File: src/rtl/uart_core_cfg.sv
// uart_core_cfg: configurable full-duplex UART (5..8 data bits, optional parity, 1/2 stop bits, oversampled RX)
module uart_core_cfg #(
  parameter int CLK_FREQ   = 1000000,
  parameter int BAUD_RATE  = 9600,
  parameter int DATA_BITS  = 8,
  parameter int PARITY_EN  = 0,
  parameter int PARITY_ODD = 0,
  parameter int STOP_BITS  = 1,
  parameter int OVERSAMPLE = 16
) (
  input  logic                 clk,
  input  logic                 rst_n,
  input  logic                 tx_start,
  input  logic [DATA_BITS-1:0] tx_data,
  output logic                 tx,
  output logic                 tx_busy,
  output logic                 tx_done,
  input  logic                 rx,
  output logic [DATA_BITS-1:0] rx_data,
  output logic                 rx_valid,
  input  logic                 rx_ack,
  output logic                 rx_parity_err,
  output logic                 rx_frame_err,
  output logic                 rx_overrun
);
  localparam int DIV      = CLK_FREQ / (BAUD_RATE * OVERSAMPLE);
  localparam int BIT_CLKS = DIV * OVERSAMPLE;
  localparam int TCW      = $clog2(BIT_CLKS * STOP_BITS + 1);
  localparam int DCW      = $clog2(DIV + 1);
  localparam int KCW      = $clog2(OVERSAMPLE + 1);
  localparam int BCW      = $clog2(DATA_BITS + 1);
  localparam logic [TCW-1:0] BIT_LAST  = TCW'(BIT_CLKS - 1);
  localparam logic [TCW-1:0] STOP_LAST = TCW'(BIT_CLKS * STOP_BITS - 1);
  localparam logic [DCW-1:0] DIV_LAST  = DCW'(DIV - 1);
  localparam logic [KCW-1:0] HALF_LAST = KCW'(OVERSAMPLE / 2 - 1);
  localparam logic [KCW-1:0] OS_LAST   = KCW'(OVERSAMPLE - 1);
  localparam logic [BCW-1:0] DB_LAST   = BCW'(DATA_BITS - 1);
  localparam logic [2:0] S_IDLE = 3'd0, S_START = 3'd1, S_DATA = 3'd2, S_PAR = 3'd3, S_STOP = 3'd4, S_BRK = 3'd5;
  localparam logic [2:0] S_AFTER_DATA = (PARITY_EN != 0) ? S_PAR : S_STOP;
  localparam logic       ODD = (PARITY_ODD != 0);

  logic [2:0]           tx_st_q, tx_st_d;
  logic [TCW-1:0]       tx_cnt_q, tx_cnt_d;
  logic [BCW-1:0]       tx_bit_q, tx_bit_d;
  logic [DATA_BITS-1:0] tx_sh_q, tx_sh_d;
  logic                 tx_par_q, tx_par_d, tx_done_q, tx_done_d;

  always_comb begin
    tx_st_d   = tx_st_q;
    tx_cnt_d  = tx_cnt_q + 1'b1;
    tx_bit_d  = tx_bit_q;
    tx_sh_d   = tx_sh_q;
    tx_par_d  = tx_par_q;
    tx_done_d = 1'b0;
    case (tx_st_q)
      S_IDLE: begin
        tx_cnt_d = '0;
        if (tx_start) begin
          tx_st_d  = S_START;
          tx_sh_d  = tx_data;
          tx_par_d = (^tx_data) ^ ODD;
        end
      end
      S_START: if (tx_cnt_q == BIT_LAST) begin
        tx_st_d  = S_DATA;
        tx_cnt_d = '0;
        tx_bit_d = '0;
      end
      S_DATA: if (tx_cnt_q == BIT_LAST) begin
        tx_cnt_d = '0;
        tx_sh_d  = tx_sh_q >> 1;
        tx_bit_d = tx_bit_q + 1'b1;
        if (tx_bit_q == DB_LAST) tx_st_d = S_AFTER_DATA;
      end
      S_PAR: if (tx_cnt_q == BIT_LAST) begin
        tx_st_d  = S_STOP;
        tx_cnt_d = '0;
      end
      default: if (tx_cnt_q == STOP_LAST) begin
        tx_st_d   = S_IDLE;
        tx_done_d = 1'b1;
      end
    endcase
  end

  assign tx      = tx_st_q == S_START ? 1'b0 : tx_st_q == S_DATA ? tx_sh_q[0] : tx_st_q == S_PAR ? tx_par_q : 1'b1;
  assign tx_busy = tx_st_q != S_IDLE;
  assign tx_done = tx_done_q;

  logic                 rx_m_q, rx_s_q, tick, done, clr;
  logic [DCW-1:0]       div_q, div_d;
  logic [2:0]           rx_st_q, rx_st_d;
  logic [KCW-1:0]       rx_tk_q, rx_tk_d;
  logic [BCW-1:0]       rx_bit_q, rx_bit_d;
  logic [DATA_BITS-1:0] rx_sh_q, rx_sh_d, rx_data_q, rx_data_d;
  logic                 rx_pb_q, rx_pb_d, rx_valid_q, rx_valid_d;
  logic                 rx_perr_q, rx_perr_d, rx_ferr_q, rx_ferr_d, rx_ovr_q, rx_ovr_d;

  assign tick  = div_q == DIV_LAST;
  assign div_d = tick ? '0 : div_q + 1'b1;
  assign clr   = rx_ack & rx_valid_q;

  always_comb begin
    rx_st_d  = rx_st_q;
    rx_tk_d  = rx_tk_q;
    rx_bit_d = rx_bit_q;
    rx_sh_d  = rx_sh_q;
    rx_pb_d  = rx_pb_q;
    done     = 1'b0;
    if (tick) begin
      rx_tk_d = rx_tk_q + 1'b1;
      case (rx_st_q)
        S_IDLE: if (!rx_s_q) begin
          rx_st_d = S_START;
          rx_tk_d = '0;
        end
        S_START: if (rx_tk_q == HALF_LAST) begin
          rx_st_d  = rx_s_q ? S_IDLE : S_DATA;
          rx_tk_d  = '0;
          rx_bit_d = '0;
        end
        S_DATA: if (rx_tk_q == OS_LAST) begin
          rx_tk_d  = '0;
          rx_sh_d  = {rx_s_q, rx_sh_q[DATA_BITS-1:1]};
          rx_bit_d = rx_bit_q + 1'b1;
          if (rx_bit_q == DB_LAST) rx_st_d = S_AFTER_DATA;
        end
        S_PAR: if (rx_tk_q == OS_LAST) begin
          rx_tk_d = '0;
          rx_pb_d = rx_s_q;
          rx_st_d = S_STOP;
        end
        S_STOP: if (rx_tk_q == OS_LAST) begin
          done    = 1'b1;
          rx_st_d = rx_s_q ? S_IDLE : S_BRK;
        end
        default: if (rx_s_q) rx_st_d = S_IDLE;
      endcase
    end
  end

  // a completing frame always wins over a same-cycle acknowledge
  assign rx_data_d  = done ? rx_sh_q : rx_data_q;
  assign rx_valid_d = done | (rx_valid_q & ~rx_ack);
  assign rx_perr_d  = done ? (PARITY_EN != 0) & (rx_pb_q != ((^rx_sh_q) ^ ODD)) : rx_perr_q & ~clr;
  assign rx_ferr_d  = done ? ~rx_s_q : rx_ferr_q & ~clr;
  assign rx_ovr_d   = (rx_ovr_q & ~clr) | (done & rx_valid_q & ~rx_ack);

  assign rx_data       = rx_data_q;
  assign rx_valid      = rx_valid_q;
  assign rx_parity_err = rx_perr_q;
  assign rx_frame_err  = rx_ferr_q;
  assign rx_overrun    = rx_ovr_q;

  always_ff @(posedge clk or negedge rst_n)
    if (!rst_n) begin
      tx_st_q    <= S_IDLE;
      tx_cnt_q   <= '0;
      tx_bit_q   <= '0;
      tx_sh_q    <= '0;
      tx_par_q   <= 1'b0;
      tx_done_q  <= 1'b0;
      rx_m_q     <= 1'b1;
      rx_s_q     <= 1'b1;
      div_q      <= '0;
      rx_st_q    <= S_IDLE;
      rx_tk_q    <= '0;
      rx_bit_q   <= '0;
      rx_sh_q    <= '0;
      rx_pb_q    <= 1'b0;
      rx_data_q  <= '0;
      rx_valid_q <= 1'b0;
      rx_perr_q  <= 1'b0;
      rx_ferr_q  <= 1'b0;
      rx_ovr_q   <= 1'b0;
    end else begin
      tx_st_q    <= tx_st_d;
      tx_cnt_q   <= tx_cnt_d;
      tx_bit_q   <= tx_bit_d;
      tx_sh_q    <= tx_sh_d;
      tx_par_q   <= tx_par_d;
      tx_done_q  <= tx_done_d;
      rx_m_q     <= rx;
      rx_s_q     <= rx_m_q;
      div_q      <= div_d;
      rx_st_q    <= rx_st_d;
      rx_tk_q    <= rx_tk_d;
      rx_bit_q   <= rx_bit_d;
      rx_sh_q    <= rx_sh_d;
      rx_pb_q    <= rx_pb_d;
      rx_data_q  <= rx_data_d;
      rx_valid_q <= rx_valid_d;
      rx_perr_q  <= rx_perr_d;
      rx_ferr_q  <= rx_ferr_d;
      rx_ovr_q   <= rx_ovr_d;
    end
endmodule
File: config.mk
export PLATFORM = sky130hd
export DESIGN_NAME = uart_core_cfg
export DESIGN_NICKNAME = d
export VERILOG_FILES = /design/src/rtl/uart_core_cfg.sv
export SDC_FILE = /design/constraint.sdc
export NUM_CORES = 1
export LEC_CHECK = 0
export CAP_MARGIN = 20
export CELL_PAD_IN_SITES_DETAIL_PLACEMENT = 0
export CELL_PAD_IN_SITES_GLOBAL_PLACEMENT = 1
export CORE_ASPECT_RATIO = 0.6
export CORE_MARGIN = 2
export CORE_UTILIZATION = 50
export DETAILED_ROUTE_END_ITERATION = 7
export DONT_BUFFER_PORTS = 1
export PLACE_DENSITY = 0.83
export RECOVER_POWER = 100
export SLEW_MARGIN = 20
export SYNTH_ARGS = -nofsm -noshare
export SYNTH_HDL_FRONTEND = slang
export SYNTH_SLANG_ARGS = --single-unit
export TNS_END_PERCENT = 10
File: constraint.sdc
create_clock -name clk -period 2.4 [get_ports clk]
set_input_delay 0.48 -clock clk [delete_from_list [all_inputs] [get_ports clk]]
set_output_delay 0.48 -clock clk [all_outputs]
set_load 0.05 [all_outputs]
==> metrics.txt <==
Setup-failing EPs final 0; Antenna Cells 0; met3 Use GR 0.0604; Post-Synth XOR/XNOR Area 0.0339; vias per inst 5.50; buffer depth of the longest clock path 2; Placer Congestion 0.827; number of CTS-inserted buffers 9; R2R setup slack 0.20 ns; iteration-0 DRC count of the detailed router 126; largest family of logic cells by synthesized area simple AND/OR/NAND/NOR gates; crit path time final 2.29 ns; total gr overflow 0; FF-to-FF End rx_data[1]$_DFFE_PN0P_; Mapped Nets 296; first-pass GRT wire length 9760 um; later-pin clock latency in the skew report 0.34 ns; most frequent cell after synthesis dfrtp_1; Die H 65.0 um; sw frac 0.308; routed wire length 5640 um; Total GRT Usage 0.183; Synth-to-Final Area Change 6.02%; Synth Flop Type dfrtp_1; startpoint types flip-flop; Synth area leader dfrtp_1; Storage cell area 1530 sq um; CP arrival 1.81 ns; compound-cell area share of the yosys netlist 0.131; sequential share of the synthesized area 0.494; PD cells 741 nW/um^2; CP required 1.92 ns; proportion of synthesized area in mux cells 0.0876; CTS root buffer clkbuf_8; Boundary Pins 28; met1 Usage GRT 0.278; syn_area_per_cell 11.2 sq um; Worst Setup SP tx_st_q[1]$_DFFE_PN0P_; Worst Tran Pin Value 1.48 ns; Synth Cell Area 3100 sq um; Worst Hold Class primary input to flip-flop; Post-synth ARST share 1.00; fillers 556; Max VDD drop 405 uV; Clock Sinks 61; final cycle utilization of the critical path 0.956; Syn. warnings 0; setup total negative slack 0 ns; dpl hpwl 3950 um; Netlist cell types 65; Synth Instances 276; Max FO, Critical Path 9; vias in the first global route 1963; top-area cell type share of the netlist area 0.477; P_leak 1.42 nW; CP Class flip-flop to primary output; H-tree depth 3; share of layout cells above drive strength 1 0.161; fin area 3280 sq um; Clk pwr share 0.324; post-synthesis adder-cell area fraction 0.0283; Die ar. 6860 sq um; Setup crit end tx; Core Box Area 6060 sq um; CTS tree built; Max-Slew Margin vs Limit 0.0154; DRC Markers 0; multi-input logic area 1420 sq um; CP Capture Type primary output; Post-synth EDFFs 0; Area contributors post-synth dfrtp_1, mux2_2, o21ai_0, nand2_1, ha_1; via count 2031; RSZ-0062 raised after global routing false; most frequent cells after synthesis dfrtp_1, nand2_1, o21ai_0; Achievable Freq 436 MHz; Nets 300; DR pass1 iterations 4; register bit count reported by yosys 61; Switch Pwr 750 uW; Setup Skew 0.00870 ns; Pint 1.68 mW; Die X 106 um; busiest grt layer met1; largest net degree at the start of global routing 62; wire length per cell 15.3 um; DRT antenna net count 0; grt met2 use 0.241; Combinational Power Share 0.173; status completed; I/O Buffers 0; Reg clk slew, reported paths 0.07 ns; reg2reg start rx_tk_q[0]$_DFFE_PN0N_; Worst Reg-to-Reg Cells 6; Post-Synth Simple-Gate Area 0.189; initial antenna violation count 0; Final Hold Viols 0; row cnt 22; final count of pins violating max slew 0; Flop pwr share 0.503; Placed Area 3150 sq um; Max-cap violations 0; initial core utilization 0.512
per-stage QoR:
step / power, mW / hold WS (ns) / setup slack, ns / cells / utilization
floorplan: 1.59 / 0.184 / 0.568 / 276 / -
global placement: 1.65 / 0.186 / 0.430 / 352 / 0.520
finish: 2.43 / 0.133 / 0.106 / 369 / 0.542
detailed placement: 1.66 / 0.186 / 0.330 / 352 / 0.520
global route: 2.59 / 0.113 / 0.00102 / 369 / 0.542
CTS: 2.48 / 0.00652 / 0.0924 / 369 / 0.553
area by class of cell:
cell class / count / share of cell area
repair buffers: 4 / 0.00724
inverters: 10 / 0.0118
clock buffers: 12 / 0.0442
well taps: 84 / 0.0320
flip-flops and latches: 61 / 0.466
clock inverters: 4 / 0.00724
multi-input cells: 194 / 0.432
timing repair:
| item | 4_1_cts | 5_1_grt |
|---|---|---|
| endpoints found under the hold margin | 61 | 0 |
| hold buffers | 1 | 0 |
| setup endpoints to repair | 1 | 0 |
| setup buffers | 0 | 0 |
| gates resized for setup | 1 | 0 |
registers in the layout, indices dropped and copies added (netlist names), 3 cells and up:
name      flops
rx_data       8
rx_sh_q       8
tx_sh_q       8
tx_cnt_q      7
rx_tk_q       5
rx_bit_q      4
tx_bit_q      4
div_q         3
rx_st_q       3
tx_st_q       3
placed cells by master, fill, tap and decap left out, types with 3 or more instances in the layout:
master	netlist	routed
dfrtp_1	59	59
nand2_1	26	26
o21ai_0	25	26
mux2_2	16	15
clkbuf_8	0	10
inv_1	9	9
xnor2_1	9	9
nor3_1	8	8
mux2i_1	8	8
nand3_1	7	7
nor2_1	7	7
ha_1	7	7
nand2b_1	4	5
nor2b_1	5	5
or3_1	3	4
and3_1	4	4
clkinv_2	0	4
nand4_1	1	3
xor2_1	3	3
o21a_1	3	3
o22ai_1	3	3
o31ai_1	3	3
a22oi_1	3	3
clkbuf_1	2	3
kinds of logic (layout without fill, tap and decap cells):
logic type	after synthesis	after routing
simple gates	92	92
buf+inv	21	30
compound gates	58	58
xor+xnor	12	12
fa+ha+maj	7	7
mux	25	25
flops	61	61
routing by layer:
metal  vias to the layer above  routed length, um
li1                       1012                  -
met1                       973               3100
met2                        39               2200
met3                         7                294
met4                         0                 43
met5                         -                  0
power by group through the flow:
| stage | Sequential [mW] | Combinational, mW | Clock, mW |
|---|---|---|---|
| after global routing | 1.24 | 0.485 | 0.864 |
| after CTS | 1.22 | 0.443 | 0.809 |
| after global placement | 1.24 | 0.408 | 0 |
| final | 1.22 | 0.422 | 0.787 |
| after detailed placement | 1.24 | 0.415 | 0 |
| after floorplan | 1.16 | 0.426 | 0 |
worst max-delay path, cell delays in order (launching register included):
cell and delay, ns:
dfrtp_1 0.54, clkinv_2 0.19, o21a_1 0.22, a311o_1 0.52
how the worst min path moves through the flow:
| stage | start | endpoint | slack [ns] | cells past startpoint |
|---|---|---|---|---|
| after floorplan | rst_n | div_q[0]$_DFF_PN0_ | 0.18 | 0 |
| after global placement | rst_n | rx_tk_q[1]$_DFFE_PN0N_ | 0.19 | 0 |
| after detailed placement | rst_n | rx_tk_q[1]$_DFFE_PN0N_ | 0.19 | 0 |
| after CTS | rst_n | rx_tk_q[1]$_DFFE_PN0N_ | 0.007 | 1 |
| after global routing | rx | rx_m_q$_DFF_PN1_ | 0.11 | 0 |
| final | rx | rx_m_q$_DFF_PN1_ | 0.13 | 0 |
No activity file was read; power rests on OpenSTA's default activity.
